$ cat src/rtl/fp_div_pkg.sv
// Shared types, constants and operand classification for the iterative FP divider.
package fp_div_pkg;

    localparam int DEF_EXP_W = 8;
    localparam int DEF_MAN_W = 23;
    localparam int BIAS      = (1 << (DEF_EXP_W - 1)) - 1;
    localparam int QB        = DEF_MAN_W + 4;
    localparam logic [DEF_EXP_W+DEF_MAN_W:0] QNAN =
        {1'b0, {DEF_EXP_W{1'b1}}, 1'b1, {(DEF_MAN_W-1){1'b0}}};

    typedef enum logic [1:0] {
        IDLE,
        CALC,
        NORM,
        DONE
    } state_t;

    typedef struct packed {
        logic                 sign;
        logic [DEF_EXP_W-1:0] exp;
        logic [DEF_MAN_W-1:0] man;
    } fp_t;

    typedef struct packed {
        logic is_zero;
        logic is_inf;
        logic is_nan;
    } fp_class_t;

    // Exponent field of zero is treated as zero, so denormal operands are flushed.
    function automatic fp_class_t classify(input logic [15:0] e, input logic [63:0] m, input int ew);
        fp_class_t c;
        logic      ones;
        ones      = (e == 16'((1 << ew) - 1));
        c.is_zero = (e == 16'd0);
        c.is_inf  = ones && (m == 64'd0);
        c.is_nan  = ones && (m != 64'd0);
        return c;
    endfunction

endpackage

$ cat src/rtl/fp_div_round.sv
// Normalises the raw restoring-division quotient, rounds to nearest even and clamps the exponent.
module fp_div_round #(
    parameter int EXP_W = 8,
    parameter int MAN_W = 23
) (
    input  logic [MAN_W+3:0]        q,
    input  logic                    rem_nz,
    input  logic                    sign,
    input  logic signed [EXP_W+1:0] exp,
    output logic [EXP_W+MAN_W:0]    result,
    output logic                    overflow,
    output logic                    underflow
);

    localparam int EW = EXP_W + 2;
    localparam logic signed [EW-1:0] EMAX = EW'((1 << EXP_W) - 1);
    localparam logic signed [EW-1:0] ONE  = EW'(1);
    localparam logic signed [EW-1:0] ZERO = '0;

    logic [MAN_W-1:0]     frac0;
    logic [MAN_W-1:0]     frac;
    logic                 guard;
    logic                 sticky;
    logic                 inc;
    logic                 carry;
    logic signed [EW-1:0] e_adj;
    logic signed [EW-1:0] e_fin;

    // Quotient of two 1.x mantissas lies in (0.5, 2), so at most one left shift is needed;
    // a rounding carry out of the fraction leaves frac at zero, i.e. mantissa 1.0.
    always_comb begin
        if (q[MAN_W+3]) begin
            frac0  = q[MAN_W+2:3];
            guard  = q[2];
            sticky = (|q[1:0]) | rem_nz;
            e_adj  = exp;
        end else begin
            frac0  = q[MAN_W+1:2];
            guard  = q[1];
            sticky = q[0] | rem_nz;
            e_adj  = exp - ONE;
        end
        inc           = guard & (sticky | frac0[0]);
        {carry, frac} = {1'b0, frac0} + {{MAN_W{1'b0}}, inc};
        e_fin         = carry ? (e_adj + ONE) : e_adj;
        overflow      = (e_fin >= EMAX);
        underflow     = (e_fin <= ZERO);
        if (overflow) begin
            result = {sign, {EXP_W{1'b1}}, {MAN_W{1'b0}}};
        end else if (underflow) begin
            result = {sign, {(EXP_W+MAN_W){1'b0}}};
        end else begin
            result = {sign, e_fin[EXP_W-1:0], frac};
        end
    end

endmodule

$ cat src/rtl/fp_div_iter.sv
// Iterative IEEE-754 divider, result = a / b, one restoring-division quotient bit per clock
// with valid/ready handshakes on both the operand and the result side.
module fp_div_iter
    import fp_div_pkg::*;
#(
    parameter int EXP_W = DEF_EXP_W,
    parameter int MAN_W = DEF_MAN_W
) (
    input  logic                 clk,
    input  logic                 reset,
    input  logic                 in_valid,
    output logic                 in_ready,
    input  logic [EXP_W+MAN_W:0] a,
    input  logic [EXP_W+MAN_W:0] b,
    output logic                 out_valid,
    input  logic                 out_ready,
    output logic [EXP_W+MAN_W:0] result,
    output logic                 exception,
    output logic                 overflow,
    output logic                 underflow
);

    localparam int W     = 1 + EXP_W + MAN_W;
    localparam int EW    = EXP_W + 2;
    localparam int MW    = MAN_W + 1;
    localparam int RW    = MAN_W + 2;
    localparam int QBN   = MAN_W + 4;
    localparam int BIASN = (1 << (EXP_W - 1)) - 1;
    localparam int CW    = $clog2(QBN);

    state_t               state;
    logic                 sign_r;
    logic signed [EW-1:0] exp_r;
    logic [MW-1:0]        mb_r;
    logic [RW-1:0]        rem_r;
    logic [QBN-1:0]       q_r;
    logic [CW-1:0]        cnt;

    logic                 sa;
    logic                 sb;
    logic [EXP_W-1:0]     ea;
    logic [EXP_W-1:0]     eb;
    logic [MAN_W-1:0]     fa;
    logic [MAN_W-1:0]     fb;
    fp_class_t            ca;
    fp_class_t            cb;

    logic                 spec_hit;
    logic                 spec_exc;
    logic [W-1:0]         spec_res;
    logic                 fits;
    logic [RW-1:0]        diff;
    logic [W-1:0]         rnd_result;
    logic                 rnd_ovf;
    logic                 rnd_unf;

    assign {sa, ea, fa} = a;
    assign {sb, eb, fb} = b;
    assign ca           = classify(16'(ea), 64'(fa), EXP_W);
    assign cb           = classify(16'(eb), 64'(fb), EXP_W);
    assign in_ready     = (state == IDLE);

    // Special operands resolve straight from classification; the invalid cases take priority,
    // and inf/0 is an infinite quotient rather than a divide-by-zero fault.
    always_comb begin
        spec_hit = 1'b1;
        spec_exc = 1'b0;
        spec_res = '0;
        if (ca.is_nan || cb.is_nan || (ca.is_zero && cb.is_zero) || (ca.is_inf && cb.is_inf)) begin
            spec_res = {1'b0, {EXP_W{1'b1}}, 1'b1, {(MAN_W-1){1'b0}}};
            spec_exc = 1'b1;
        end else if (ca.is_inf) begin
            spec_res = {sa ^ sb, {EXP_W{1'b1}}, {MAN_W{1'b0}}};
        end else if (cb.is_zero) begin
            spec_res = {sa ^ sb, {EXP_W{1'b1}}, {MAN_W{1'b0}}};
            spec_exc = 1'b1;
        end else if (ca.is_zero || cb.is_inf) begin
            spec_res = {sa ^ sb, {(W-1){1'b0}}};
        end else begin
            spec_hit = 1'b0;
        end
    end

    assign fits = (rem_r >= RW'(mb_r));
    assign diff = rem_r - RW'(mb_r);

    fp_div_round #(
        .EXP_W(EXP_W),
        .MAN_W(MAN_W)
    ) u_round (
        .q        (q_r),
        .rem_nz   (|rem_r),
        .sign     (sign_r),
        .exp      (exp_r),
        .result   (rnd_result),
        .overflow (rnd_ovf),
        .underflow(rnd_unf)
    );

    // Remainder stays below twice the divisor, so RW bits hold it across every doubling.
    always_ff @(posedge clk or negedge reset) begin
        if (!reset) begin
            state     <= IDLE;
            sign_r    <= 1'b0;
            exp_r     <= '0;
            mb_r      <= '0;
            rem_r     <= '0;
            q_r       <= '0;
            cnt       <= '0;
            out_valid <= 1'b0;
            result    <= '0;
            exception <= 1'b0;
            overflow  <= 1'b0;
            underflow <= 1'b0;
        end else begin
            case (state)
                IDLE: begin
                    if (in_valid) begin
                        sign_r <= sa ^ sb;
                        if (spec_hit) begin
                            result    <= spec_res;
                            exception <= spec_exc;
                            overflow  <= 1'b0;
                            underflow <= 1'b0;
                            out_valid <= 1'b1;
                            state     <= DONE;
                        end else begin
                            exp_r <= EW'(ea) - EW'(eb) + EW'(BIASN);
                            rem_r <= RW'({1'b1, fa});
                            mb_r  <= {1'b1, fb};
                            q_r   <= '0;
                            cnt   <= '0;
                            state <= CALC;
                        end
                    end
                end
                CALC: begin
                    rem_r <= fits ? (diff << 1) : (rem_r << 1);
                    q_r   <= {q_r[QBN-2:0], fits};
                    if (cnt == CW'(QBN - 1)) begin
                        state <= NORM;
                    end else begin
                        cnt <= cnt + 1'b1;
                    end
                end
                NORM: begin
                    result    <= rnd_result;
                    exception <= 1'b0;
                    overflow  <= rnd_ovf;
                    underflow <= rnd_unf;
                    out_valid <= 1'b1;
                    state     <= DONE;
                end
                DONE: begin
                    if (out_ready) begin
                        out_valid <= 1'b0;
                        result    <= '0;
                        exception <= 1'b0;
                        overflow  <= 1'b0;
                        underflow <= 1'b0;
                        state     <= IDLE;
                    end
                end
                default: state <= IDLE;
            endcase
        end
    end

endmodule

$ cat config.mk
export PLATFORM = sky130hd
export DESIGN_NAME = fp_div_iter
export DESIGN_NICKNAME = d
export VERILOG_FILES = /design/src/rtl/fp_div_pkg.sv /design/src/rtl/fp_div_round.sv /design/src/rtl/fp_div_iter.sv
export SDC_FILE = /design/constraint.sdc
export NUM_CORES = 1
export LEC_CHECK = 0
export ABC_AREA = 1
export CELL_PAD_IN_SITES_DETAIL_PLACEMENT = 1
export CELL_PAD_IN_SITES_GLOBAL_PLACEMENT = 2
export CORE_ASPECT_RATIO = 0.5
export CORE_MARGIN = 3
export CORE_UTILIZATION = 33
export DETAILED_ROUTE_END_ITERATION = 10
export HOLD_SLACK_MARGIN = 0.1
export PLACE_DENSITY = 0.85
export SYNTH_ARGS = -nofsm -noshare
export SYNTH_HDL_FRONTEND = slang
export SYNTH_SLANG_ARGS = --single-unit
$ cat constraint.sdc
create_clock -name clk -period 3.15 [get_ports clk]
set_input_delay 0.4725 -clock clk [delete_from_list [all_inputs] [get_ports clk]]
set_output_delay 0.4725 -clock clk [all_outputs]
set_load 0.03 [all_outputs]
Word-level counts from Yosys, hierarchy flattened
Cells that the tools add are included.
{"block": "word_totals", "ff_bits": 130, "in_bits": 68, "word_cells": 116, "out_inout_bits": 37}
{"block": "classes", "bitwise_logic": 6, "n_mux": 49, "addsub": 7, "eq_ne": 12, "magnitude_cmp": 3, "reduce_logical": 27}
{"operator": "$mux 32", "count": 7}
{"operator": "$pmux 32 s3", "count": 1}
{"operator": "$mux 25", "count": 3}
{"operator": "$mux 31", "count": 2}
{"operator": "$mux 27", "count": 2}
{"operator": "$pmux 27 s2", "count": 1}
{"operator": "$pmux 25 s2", "count": 1}
{"operator": "$logic_not 23->1", "count": 2}
{"operator": "$reduce_bool 23->1", "count": 2}
{"operator": "$ge 25x24->1", "count": 1}
{"operator": "$reduce_or 25->1", "count": 1}
{"operator": "$add 23x1->24", "count": 1}
{"operator": "$sub 24x24->24", "count": 1}
{"operator": "$mux 23", "count": 1}
{"operator": "$mux 10", "count": 2}
{"operator": "$eq 8x8->1 const B", "count": 2}
{"operator": "$logic_not 8->1", "count": 2}
{"operator": "$mux 1", "count": 16}
{"operator": "$mux 5", "count": 3}
{"operator": "$pmux 1 s3", "count": 4}
{"operator": "$add 10x2->10 const B", "count": 1}
{"operator": "$add 9x8->10 const B", "count": 1}
{"operator": "$ge 10x9->1 const B", "count": 1}
{"operator": "$le 10x1->1 const B", "count": 1}
{"operator": "24 further kinds", "count": 45}

Longest topological paths before layout
Gate-level depths: netlist of the first run.
{"block": "depth", "ltp_word": 11, "mapped_depth": 24}

Hierarchy
From an unflattened synthesis of the first run, not the netlist that was laid out.
{"block": "hier_totals", "hier_cells": 1747, "area_unflattened_um2": 10950.5}
{"mod": "fp_div_iter", "instances": 1, "area_each_um2": 8979.9, "seq_area_each_um2": 3253.1, "cells_each": 1345}
{"mod": "fp_div_round", "instances": 1, "area_each_um2": 1970.6, "seq_area_each_um2": 0.0, "cells_each": 402}

Least setup slack after synthesis of the first run
No wires, ideal clock.
{"block": "synth_timing", "kind": "register to register", "start": "reg rem_r[2]", "end": "reg rem_r[13]", "t_arrival_ps": 2439, "setup_time_ps": 127, "n_path_buf": 2, "slack_ps": 584, "path_stages_with_launch": 15, "required_ps": 3023, "period_less_slack_ps": 2566, "path_cell_list": "dfrtp_1 > ha_1 > nand2_1 > o21ai_2 > a21boi_0 > o21ai_0 > inv_1 > o21bai_1 > nand3_1 > nand3_1 > buf_2 > buf_2 > nand3_1 > o211ai_1 > a21oi_1"}
{"block": "synth_between", "elab_chain_cells": 3}
{"item": "from (decl)", "line": "fp_div_iter.sv:35", "source": "logic [RW-1:0] rem_r;"}
{"item": "from (signal assigned)", "line": "fp_div_iter.sv:129", "source": "rem_r <= RW'({1'b1, fa});"}
{"item": "from (signal assigned)", "line": "fp_div_iter.sv:138", "source": "rem_r <= fits ? (diff << 1) : (rem_r << 1);"}
{"item": "$sub 24x24->24 or $ge 25x24->1 (tied branches)", "line": "fp_div_iter.sv:85, fp_div_iter.sv:84"}
{"item": "$mux 25 *", "line": "fp_div_iter.sv:138"}
{"item": "$pmux 25 s2 *", "line": "fp_div_iter.sv:116", "source": "case (state)"}
Mark *: on every way between the ends. The rest lies on a longest branch, timed or not.
A chain may end at the register's enable or synchronous reset.

Worst setup path in the final report of the first run
{"block": "layout_timing", "start": "reg q_r[26]", "end": "reg result[1]"}
{"block": "layout_between", "elab_chain_cells": 9}
{"item": "from (decl)", "line": "fp_div_iter.sv:36", "source": "logic [QBN-1:0] q_r;"}
{"item": "from (signal assigned)", "line": "fp_div_iter.sv:139", "source": "q_r <= {q_r[QBN-2:0], fits};"}
{"item": "$mux 1 or $mux 23 (tied branches)", "line": "fp_div_round.sv:32", "source": "if (q[MAN_W+3]) begin"}
{"item": "$or 1x1->1", "line": "fp_div_round.sv:43", "source": "inc = guard & (sticky | frac0[0]);"}
{"item": "$and 1x1->1", "line": "fp_div_round.sv:43"}
{"item": "$add 23x1->24", "line": "fp_div_round.sv:44", "source": "{carry, frac} = {1'b0, frac0} + {{MAN_W{1'b0}}, inc};"}
{"item": "$mux 10", "line": "fp_div_round.sv:45", "source": "e_fin = carry ? (e_adj + ONE) : e_adj;"}
{"item": "$le 10x1->1", "line": "fp_div_round.sv:47", "source": "underflow = (e_fin <= ZERO);"}
{"item": "$mux 31", "line": "fp_div_round.sv:50", "source": "end else if (underflow) begin"}
{"item": "$mux 31 *", "line": "fp_div_round.sv:48", "source": "if (overflow) begin"}
{"item": "$pmux 32 s3 *", "line": "fp_div_iter.sv:116"}
{"item": "to (signal assigned)", "line": "fp_div_iter.sv:121", "source": "result <= spec_res;"}
{"item": "to (signal assigned)", "line": "fp_div_iter.sv:147", "source": "result <= rnd_result;"}
{"item": "to (decl)", "line": "fp_div_iter.sv:17", "source": "output logic [EXP_W+MAN_W:0] result,"}
Marks and branches as above.

==> impl_results.md, run 1 <==
- Pwr per Cell Area: between 900 and 1000 mW/mm²
- CP Capture Type: register
- CP arrival: between 3000 and 4000 ps
- Hpwl dp: about 24000 µm
- Final RePlAce weighted congestion: 0.865
- Register share of total power: approximately 22%
- Vias per cell: 4.94
- Clock skew: between 10 and 15 ps
- CP Launch Type: register
- I/O pin cnt: roughly 110
- F_max: 0.348 GHz
- Design Area, Final: about 0.012 mm²
- Setup violators final: 0
- Ys async rst share: 100%
- Unrepaired setup endpoints after global routing: false
- Pleak: 5.36 nW
- Initial antenna violation count: 1
- Number of enable flip-flop cells after synthesis: 0
- Synth area leaders: dfrtp_1, nand2_1, a21oi_1
- Clk root buf: clkbuf_16
- Pint: slightly below 6 mW
- Post-Route WL: slightly above 30000 µm
- Critical setup path kind: reg -> reg
- Rows: 43
- Number of unique standard cell types used by synthesis: around 50
- Share of cells above drive strength 1: 10.7%
- Mapped Cells: 1361
- Clk_lat worst skew: around 450 ps
- Hold Path Class: reg -> reg
- P&R area growth vs syn: 24.9%
- Drt first-iter violations: 388
- Most repeated library cell on the critical path: nand2_1
- Min cycle time layout: roughly 2900 ps
- CP max stage delay: 440 ps
- Most instantiated cells after synthesis: nand2_1, inv_1, nor2_1
- Vias in the first global route: around 9900
- Fin crit share: roughly 91%
- Die X-Extent: 246 µm
- Clock sinks: 130
- Inserted Clock Buffers: 17
- Slew HR: 56.2%
- Syn Std Cell Area: around 0.0095 mm²
- Post-synth net total: roughly 1500
- Clock power share: between 10% and 20%
- Die height: 126 µm
- Crit path cell chain: buf_12 > buf_12 > o21ai_2 > nand2_1 > nor2_1 > nand2_1 > nor2_4 > nand3_1 > nand2_1 > nand2_1 > nor2_1 > nand2_1 > nor2_2 > nand2_2 > nand2_4 > inv_6 > nand3b_4 > buf_12 > inv_6 > nand2_2 > nand2_1
- Pre-CTS WS: -261 ps
- CP top delay family: simple AND/OR/NAND/NOR gates
- Final antenna-violating net count: 0
- Ys Warns: 0
- GRT overflow: 0
- Post-synthesis sequential area ratio: about a third
- H-tree Lvls: 4
- Worst Slack Setup Final: roughly 280 ps
- GRT Overall Usage: approximately a fifth
- CP max stage cell: dfrtp_2
- Endpoints failing hold: 0
- Flops & latches, synth: 130
- Avg Cell Area, Syn: around 7 µm²
- Routed WL per cell: ~16 µm
- Switching share of power: between 40% and 50%
- Max Slew Vio Count: 0
- Vias: a little over 9000
- Critical path fanouts, max: 35
- Top-count cell post-synth: nand2_1
- Bufs and invs on worst path: 5
- Setup_tns: 0 ps
- Req. time, crit path: 3490 ps
- CTS clk-pin slew, worst paths: ~70 ps
- Drt pass-1 iters: 4
- First-pass GRT wire length: approximately 50000 µm
- CTS Buffer Depth: 2
- Port Buffers: 104
- DRC Markers: 0
- Core area: ~0.028 mm²
- P_sw: 5.54 mW
- Die ar.: 0.0310 mm²
- Most used DFF post-synth: dfrtp_1
- ANT cells: 0
- Fin util: 42.4%
- Synth top area share: between 30% and 40%
- Fin nets: 1606
- Run status: finished clean
- Placed cell area: ~0.011 mm²
- Largest net degree at the start of global routing: 65
- Post-synth top area cell: dfrtp_1
- Worst-margin pin slew: approximately 660 ps
- Part of the power in combinational logic: about three fifths
- Max_cap viols: 0
- CTS tree: done
- Starting density of the core: about a third
- Maximum VDD drop: between 0.4 and 0.5 mV
-- cell type report --
| cell class | instances | area (µm²) |
|---|---|---|
| Multi-Input combinational cell | 1040 | 5450 |
| Clock buffer | 21 | 470 |
| Clock inverter | 11 | 129 |
| Timing Repair Buffer | 156 | 1540 |
| Tap cell | 382 | 478 |
| Sequential cell | 130 | 3250 |
| Inverter | 149 | 572 |
| Fill cell | 3517 | 16100 |
-- power by group through the flow --
stage	sequential, mW	combinational, mW	clock, mW
3_5_place_dp	2.57	6.87	0
6_report	2.54	6.91	2.03
2_1_floorplan	2.64	4.60	0
4_1_cts	2.55	6.95	2.08
3_3_place_gp	2.55	6.69	0
5_1_grt	2.62	7.85	2.15
-- state kept, by name, summed over array words and instances, names as in the netlist, 2 cells and up --
signal / cells
exp_r: 10
state: 2
result: 32
q_r: 27
rem_r: 25
cnt: 5
mb_r: 24
-- through the flow --
| step | hold WS [ps] | cells | power, mW |
|---|---|---|---|
| 6_report | 481 | 1889 | 11.5 |
| 5_1_grt | 503 | 1889 | 12.6 |
| 4_1_cts | 487 | 1887 | 11.6 |
| 3_5_place_dp | 461 | 1854 | 9.44 |
| 3_3_place_gp | 449 | 1854 | 9.24 |
| 2_1_floorplan | 177 | 1361 | 7.24 |
-- worst reg2reg max path, stage by stage, from the launching register on --
cell      delay (ps)
dfrtp_2          440
buf_12           170
buf_12           180
o21ai_2          260
nand2_1          140
nor2_1           140
nand2_1          110
nor2_4           150
nand3_1          130
nand2_1          110
nand2_1           60
nor2_1            80
nand2_1           70
nor2_2            90
nand2_2           80
nand2_4           90
inv_6             50
nand3b_4          80
buf_12           190
inv_6             60
nand2_2           50
nand2_1           40
-- final timing paths --
kind                                        from                     to  slack (ps)  cells past startpoint
hold reg to reg            result[0]$_DFFE_PN0P_  result[0]$_DFFE_PN0P_         480                      2
max in group asynchronous                  reset   mb_r[19]$_DFFE_PN0P_        1750                      3
setup reg to reg             q_r[26]$_DFFE_PN0P_  result[1]$_DFFE_PN0P_         280                     21
setup / recovery             q_r[26]$_DFFE_PN0P_  result[1]$_DFFE_PN0P_         280                     21
hold / removal             result[0]$_DFFE_PN0P_  result[0]$_DFFE_PN0P_         480                      2
min in group asynchronous                  reset     q_r[1]$_DFFE_PN0P_         590                      2
-- timing repair --
item	CTS	global route
endpoints found under the setup margin	0	8
hold buffers	1	0
setup buffers	0	2
gates resized for setup	0	2
hold endpoints to repair	61	0
-- cell families after synthesis --
group | after synthesis | share of synthesized area, %
xor+xnor | 47 | 4.33
fa+ha+maj | 44 | 5.94
buf+inv | 191 | 8.78
flops | 130 | 34.2
simple gates | 675 | 30.6
compound gates | 274 | 16.1
-- metal layers --
metal	GRT usage (%)	routed length (µm)	vias to the layer above
met5	0	0	-
met4	5.34	420	0
met3	3.32	830	21
met2	34.6	14400	94
met1	26.2	14500	4515
li1	-	-	4708
-- layout by cell type (no fill, tap or decap), drive strengths merged, types with 5 or more instances in the layout --
master	n
ha	42
clkdlybuf4s50	103
or2	7
xnor2	12
nand4	27
clkbuf	21
a31oi	5
buf	52
o21ai	139
nor2	151
nand2	394
o21bai	5
clkinvlp	5
dfrtp	130
nand3	58
a21oi	108
xor2	35
inv	150
nor4	17
nor3	14
No activity file was read; power rests on OpenSTA's default activity.
==> run 2: changes to the inputs <==
--- a/config.mk
+++ b/config.mk
@@ -12,7 +12,7 @@
 export CORE_MARGIN = 3
 export CORE_UTILIZATION = 33
 export DETAILED_ROUTE_END_ITERATION = 10
-export HOLD_SLACK_MARGIN = 0.1
+export HOLD_SLACK_MARGIN = 0.02
 export PLACE_DENSITY = 0.85
 export SYNTH_ARGS = -nofsm -noshare
 export SYNTH_HDL_FRONTEND = slang
==> impl_results.md, run 2 (synthesis gave the netlist of run 1 again) <==
- Starting density of the core: 33.9%
- ANT cells: 0
- Part of the power in combinational logic: about three fifths
- Largest regs: result (32), q_r (27), rem_r (25)
- GRT overflow: 0
- Hold Path Class: in -> async
- I/O pin cnt: about 110
- Worst Slack Setup Final: about 280 ps
- F_max: approximately 0.35 GHz
- P_sw: roughly 5.5 mW
- Pleak: 5.36 nW
- Switching share of power: slightly below 50%
- Vias in the first global route: about 9900
- Largest net degree at the start of global routing: 65
- Max reg flops: 32
- Final antenna-violating net count: 0
- Pwr per Cell Area: 967 mW/mm²
- Vias per cell: ~5.0
- Pint: slightly below 6 mW
- Slew HR: 56.2%
- Clock power share: 17.7%
- Run status: finished clean
- Placed insts: around 1900
- Initial antenna violation count: 1
- Port Buffers: about 100
- DRC Markers: 0
- Rows: 43
- CTS tree: done
- Worst-margin pin slew: approximately 660 ps
- Design Area, Final: 0.0119 mm²
- Placed cell area: 0.0112 mm²
- P&R area growth vs syn: 24.8%
- Drt pass-1 iters: 4
- Min cycle time layout: 2870 ps
- CTS Buffer Depth: 2
- Critical setup path kind: reg -> reg
- Pre-CTS WS: -261 ps
- Die ar.: 0.0310 mm²
- Core area: about 0.028 mm²
- GRT Overall Usage: 20.1%
- Vias: 9350
- Req. time, crit path: ~3500 ps
- Final RePlAce weighted congestion: ~0.86
- Die X-Extent: 246 µm
- Fin crit share: just over 90%
- Clock sinks: 130
- Clk root buf: clkbuf_16
- Unrepaired setup endpoints after global routing: false
- CTS clk-pin slew, worst paths: around 60 ps
- Post-Route WL: approximately 30000 µm
- First-pass GRT wire length: 50500 µm
- Clock skew: between 10 and 15 ps
- Max Slew Vio Count: 0
- Share of cells above drive strength 1: approximately a tenth
- Setup violators final: 0
- Routed WL per cell: around 16 µm
- Maximum VDD drop: roughly 0.44 mV
- Drt first-iter violations: around 450
- H-tree Lvls: 4
- Clk_lat worst skew: ~440 ps
- Register share of total power: 22.2%
- Die height: about 130 µm
- Hpwl dp: between 20000 and 25000 µm
- Fill count: roughly 3500
- Max_cap viols: 0
- Critical path fanouts, max: 35
- Most common cell after layout, fill and taps aside: nand2_1
- CP Launch Type: register
- Largest Register: result
- Fin nets: about 1600
- CP Capture Type: register
- CP arrival: about 3200 ps
- Endpoints failing hold: 0
- Inserted Clock Buffers: 17
- Final Instance Count excl. Fillers: roughly 1900
- Most frequent cells in the layout: nand2_1, inv_1, nor2_1
-- run 2: cell count changes in the layout (fill, tap and decap cells not counted) --
cell,previous run,this run
dlygate4sd3_1,1,0
-- run 2: layout make-up --
cell class	count	area [µm²]	share of cell area, %
Clock buffer	21	470	3.96
Clock inverter	11	129	1.09
Inverter	149	572	4.81
Multi-Input combinational cell	1040	5450	45.9
Sequential cell	130	3250	27.4
Tap cell	382	478	4.02
Timing Repair Buffer	155	1530	12.8
-- run 2: power by group through the flow --
stage | Combinational, mW | Clock [mW] | Sequential [mW]
5_1_grt | 7.85 | 2.15 | 2.62
3_5_place_dp | 6.87 | 0 | 2.57
2_1_floorplan | 4.60 | 0 | 2.64
6_report | 6.91 | 2.03 | 2.55
4_1_cts | 6.94 | 2.08 | 2.55
3_3_place_gp | 6.69 | 0 | 2.55
-- run 2: final timing paths --
check | from | to | slack [ps] | cells after the start
worst max-delay path | q_r[26]$_DFFE_PN0P_ | result[1]$_DFFE_PN0P_ | 280 | 21
worst min-delay path | reset | q_r[1]$_DFFE_PN0P_ | 20 | 1
worst max register to register | q_r[26]$_DFFE_PN0P_ | result[1]$_DFFE_PN0P_ | 280 | 21
worst min register to register | result[0]$_DFFE_PN0P_ | result[0]$_DFFE_PN0P_ | 480 | 2
max in group asynchronous | reset | mb_r[19]$_DFFE_PN0P_ | 2320 | 2
min in group clk | result[0]$_DFFE_PN0P_ | result[0]$_DFFE_PN0P_ | 480 | 2
-- run 2: metal layers --
layer	share of wire [%]	global-route usage, %	up-vias
met5	0	0	-
li1	-	-	4706
met1	48	26.2	4529
met2	48	34.6	96
met4	1.3	5.34	0
met3	2.9	3.32	19
-- run 2: per-stage QoR --
stage / TNS [ps] / hold slack [ps] / total power, mW / utilization, %
6_report: 0 / 21.4 / 11.5 / 42.4
5_1_grt: 0 / 54.4 / 12.6 / 42.4
4_1_cts: 0 / 36.9 / 11.6 / 42.3
3_5_place_dp: -14330 / 461 / 9.44 / 40.1
3_3_place_gp: -9390 / 449 / 9.24 / 40.1
2_1_floorplan: 0 / 177 / 7.24 / -
-- run 2: timing repair --
| item | in CTS | in global routing |
|---|---|---|
| setup buffers | 0 | 2 |
| gates resized for setup | 0 | 2 |
| hold buffers | 0 | 0 |
| endpoints found under the setup margin | 0 | 8 |
-- run 2: worst max-delay path, cell delays in order (launching register included) --
cell and delay [ps]:
dfrtp_2 440, buf_12 170, buf_12 170, o21ai_2 240, nand2_1 140, nor2_1 140, nand2_1 110, nor2_4 150
nand3_1 130, nand2_1 110, nand2_1 60, nor2_1 80, nand2_1 70, nor2_2 90, nand2_2 80, nand2_4 90
inv_6 50, nand3b_4 80, buf_12 190, inv_6 50, nand2_2 50, nand2_1 40
==> run 3: changes to the inputs <==
--- a/config.mk
+++ b/config.mk
@@ -14,6 +14,7 @@
 export DETAILED_ROUTE_END_ITERATION = 10
 export HOLD_SLACK_MARGIN = 0.02
 export PLACE_DENSITY = 0.85
+export RECOVER_POWER = 50
 export SYNTH_ARGS = -nofsm -noshare
 export SYNTH_HDL_FRONTEND = slang
 export SYNTH_SLANG_ARGS = --single-unit
==> impl_results.md, run 3 (synthesis gave the netlist of run 1 again) <==
- Post-CTS Hold Buffers: 0
- Inserted Clock Buffers: 17
- P&R area growth vs syn: 24.6%
- GRT overflow: 0
- Critical path fanouts, max: 35
- Most frequent cells in the layout: nand2_1, inv_1, nor2_1
- GRT Overall Usage: 20.1%
- Rows: 43
- Hpwl dp: ~24000 µm
- DRC Markers: 0
- F_max: approximately 0.35 GHz
- CP Capture Type: register
- Pre-CTS WS: -261 ps
- Unrepaired setup endpoints after global routing: false
- Maximum VDD drop: 0.436 mV
- Initial antenna violation count: 1
- Slew HR: -16.3%
- Fill count: about 3500
- Die height: between 100 and 150 µm
- Die X-Extent: ~250 µm
- Pwr per Cell Area: between 900 and 1000 mW/mm²
- Die ar.: a little over 0.03 mm²
- Max_cap viols: 1
- Clock skew: 10.1 ps
- Violated checks: capacitance limit, slew limit
- Vias in the first global route: between 9000 and 10000
- Fin nets: 1605
- Routed WL per cell: roughly 16 µm
- First-pass GRT wire length: slightly above 50000 µm
- Largest Register: result
- Final antenna-violating net count: 0
- Hold Path Class: reg -> reg
- Share of cells above drive strength 1: 10.6%
- Terminus of the critical flop-to-flop path: result[1]$_DFFE_PN0P_
- Setup slack, reg-to-reg: roughly 290 ps
- Final RePlAce weighted congestion: 0.865
- Min cycle time layout: 2860 ps
- Critical setup path kind: reg -> reg
- Port Buffers: 104
- Cells on worst reg2reg path: 21
- Placed cell area: roughly 0.011 mm²
- Run status: complete, but fails checks
- Largest regs: result (32), q_r (27), rem_r (25)
- Most repeated library cell on the critical path: nand2_1
- Max Slew Vio Count: 65
- Design Area, Final: between 0.01 and 0.015 mm²
- Pwr Total: around 11 mW
- Worst hold slack: between 400 and 500 ps
- ANT cells: 0
- Largest net degree at the start of global routing: 65
- Setup_tns: 0 ps
- RR Startpoint: q_r[26]$_DFFE_PN0P_
- I/O pin cnt: 105
- H-tree Lvls: 4
- Drt pass-1 iters: 4
- Fin crit share: 90.9%
- Endpoints failing hold: 0
- Worst-margin pin slew: 1750 ps
- Max reg flops: 32
- Worst Slack Setup Final: 287 ps
- Placed insts: ~1900
- Req. time, crit path: between 3000 and 4000 ps
- Clk root buf: clkbuf_16
- Vias: between 9000 and 10000
- CTS tree: done
- Final Instance Count excl. Fillers: ~1900
- Post-Route WL: 30100 µm
- CTS clk-pin slew, worst paths: about 70 ps
- Drt first-iter violations: 442
- Fin util: 42.3%
- CP Launch Type: register
- CP max stage cell: dfrtp_2
- CP Launch Point: q_r[26]$_DFFE_PN0P_
- Pleak: about 5.4 nW
- Vias per cell: roughly 4.9
- Core area: 0.0280 mm²
- Setup violators final: 0
- Clock sinks: 130
- Critical Path End: result[1]$_DFFE_PN0P_
- Crit path cell chain: buf_12 > buf_12 > nand2_1 > nand2_1 > nor2_2 > nand2_1 > nor2_2 > nand2_1 > nor2_4 > nand2_2 > nand2_1 > nand3_1 > nor2_2 > nand2_2 > nand2_4 > inv_6 > nand3b_4 > buf_12 > inv_6 > nand2_2 > nand2_1
- Starting density of the core: between 30 and 40%
- CP max stage delay: about 440 ps
- CTS Buffer Depth: 2
- Most common cell after layout, fill and taps aside: nand2_1
- Clk_lat worst skew: 440 ps
- CP arrival: 3200 ps
## run 3: cell count changes in the layout (fill, tap and decap cells not counted)
cell	previous run	this run
buf_4	43	40
buf_6	1	0
clkbuf_1	1	3
clkbuf_2	0	2
clkdlybuf4s50_1	103	86
dlygate4sd3_1	0	17
## run 3: cell type report
class / instances / area, µm² / area share (%)
clock buffers: 21 / 470 / 3.97
clock inverters: 11 / 129 / 1.09
inverters: 149 / 572 / 4.82
multi-input cells: 1040 / 5450 / 45.9
flip-flops and latches: 130 / 3250 / 27.4
well taps: 382 / 478 / 4.03
repair buffers: 155 / 1510 / 12.7
## run 3: worst min path at each step
stage | startpoint | endpoint | depth (start not counted)
3_3_place_gp | mb_r[23]$_DFFE_PN0P_ | mb_r[23]$_DFFE_PN0P_ | 2
4_1_cts | reset | q_r[2]$_DFFE_PN0P_ | 1
6_report | result[0]$_DFFE_PN0P_ | result[0]$_DFFE_PN0P_ | 2
5_1_grt | result[18]$_DFFE_PN0P_ | result[18]$_DFFE_PN0P_ | 2
2_1_floorplan | reset | cnt[0]$_DFFE_PN0P_ | 0
3_5_place_dp | mb_r[23]$_DFFE_PN0P_ | mb_r[23]$_DFFE_PN0P_ | 2
## run 3: repair_timing
| action | 4_1_cts | 5_1_grt |
|---|---|---|
| buffers inserted | 0 | 2 |
| resized for setup | 0 | 2 |
| setup endpoints to repair | 0 | 8 |
## run 3: routing by layer
| layer | global-route usage [%] | up-vias | wire length [µm] |
|---|---|---|---|
| li1 | - | 4707 | - |
| met1 | 26.2 | 4504 | 14500 |
| met2 | 34.6 | 98 | 14500 |
| met3 | 3.32 | 14 | 786 |
| met4 | 5.34 | 0 | 293 |
| met5 | 0 | - | 0 |
## run 3: worst max-delay path: cells and delay by family (launching register included)
| kind | cells | cell delay, ps |
|---|---|---|
| DFF | 1 | 440 |
| buffers and inverters | 5 | 630 |
| and+or+nand+nor | 16 | 1640 |
## run 3: power breakdown
part	internal, mW	switching, mW	leakage [nW]
sequential	2.18	0.361	1.65
combinational	2.52	4.37	3.46
clock	1.23	0.799	0.278
total	5.93	5.53	5.39
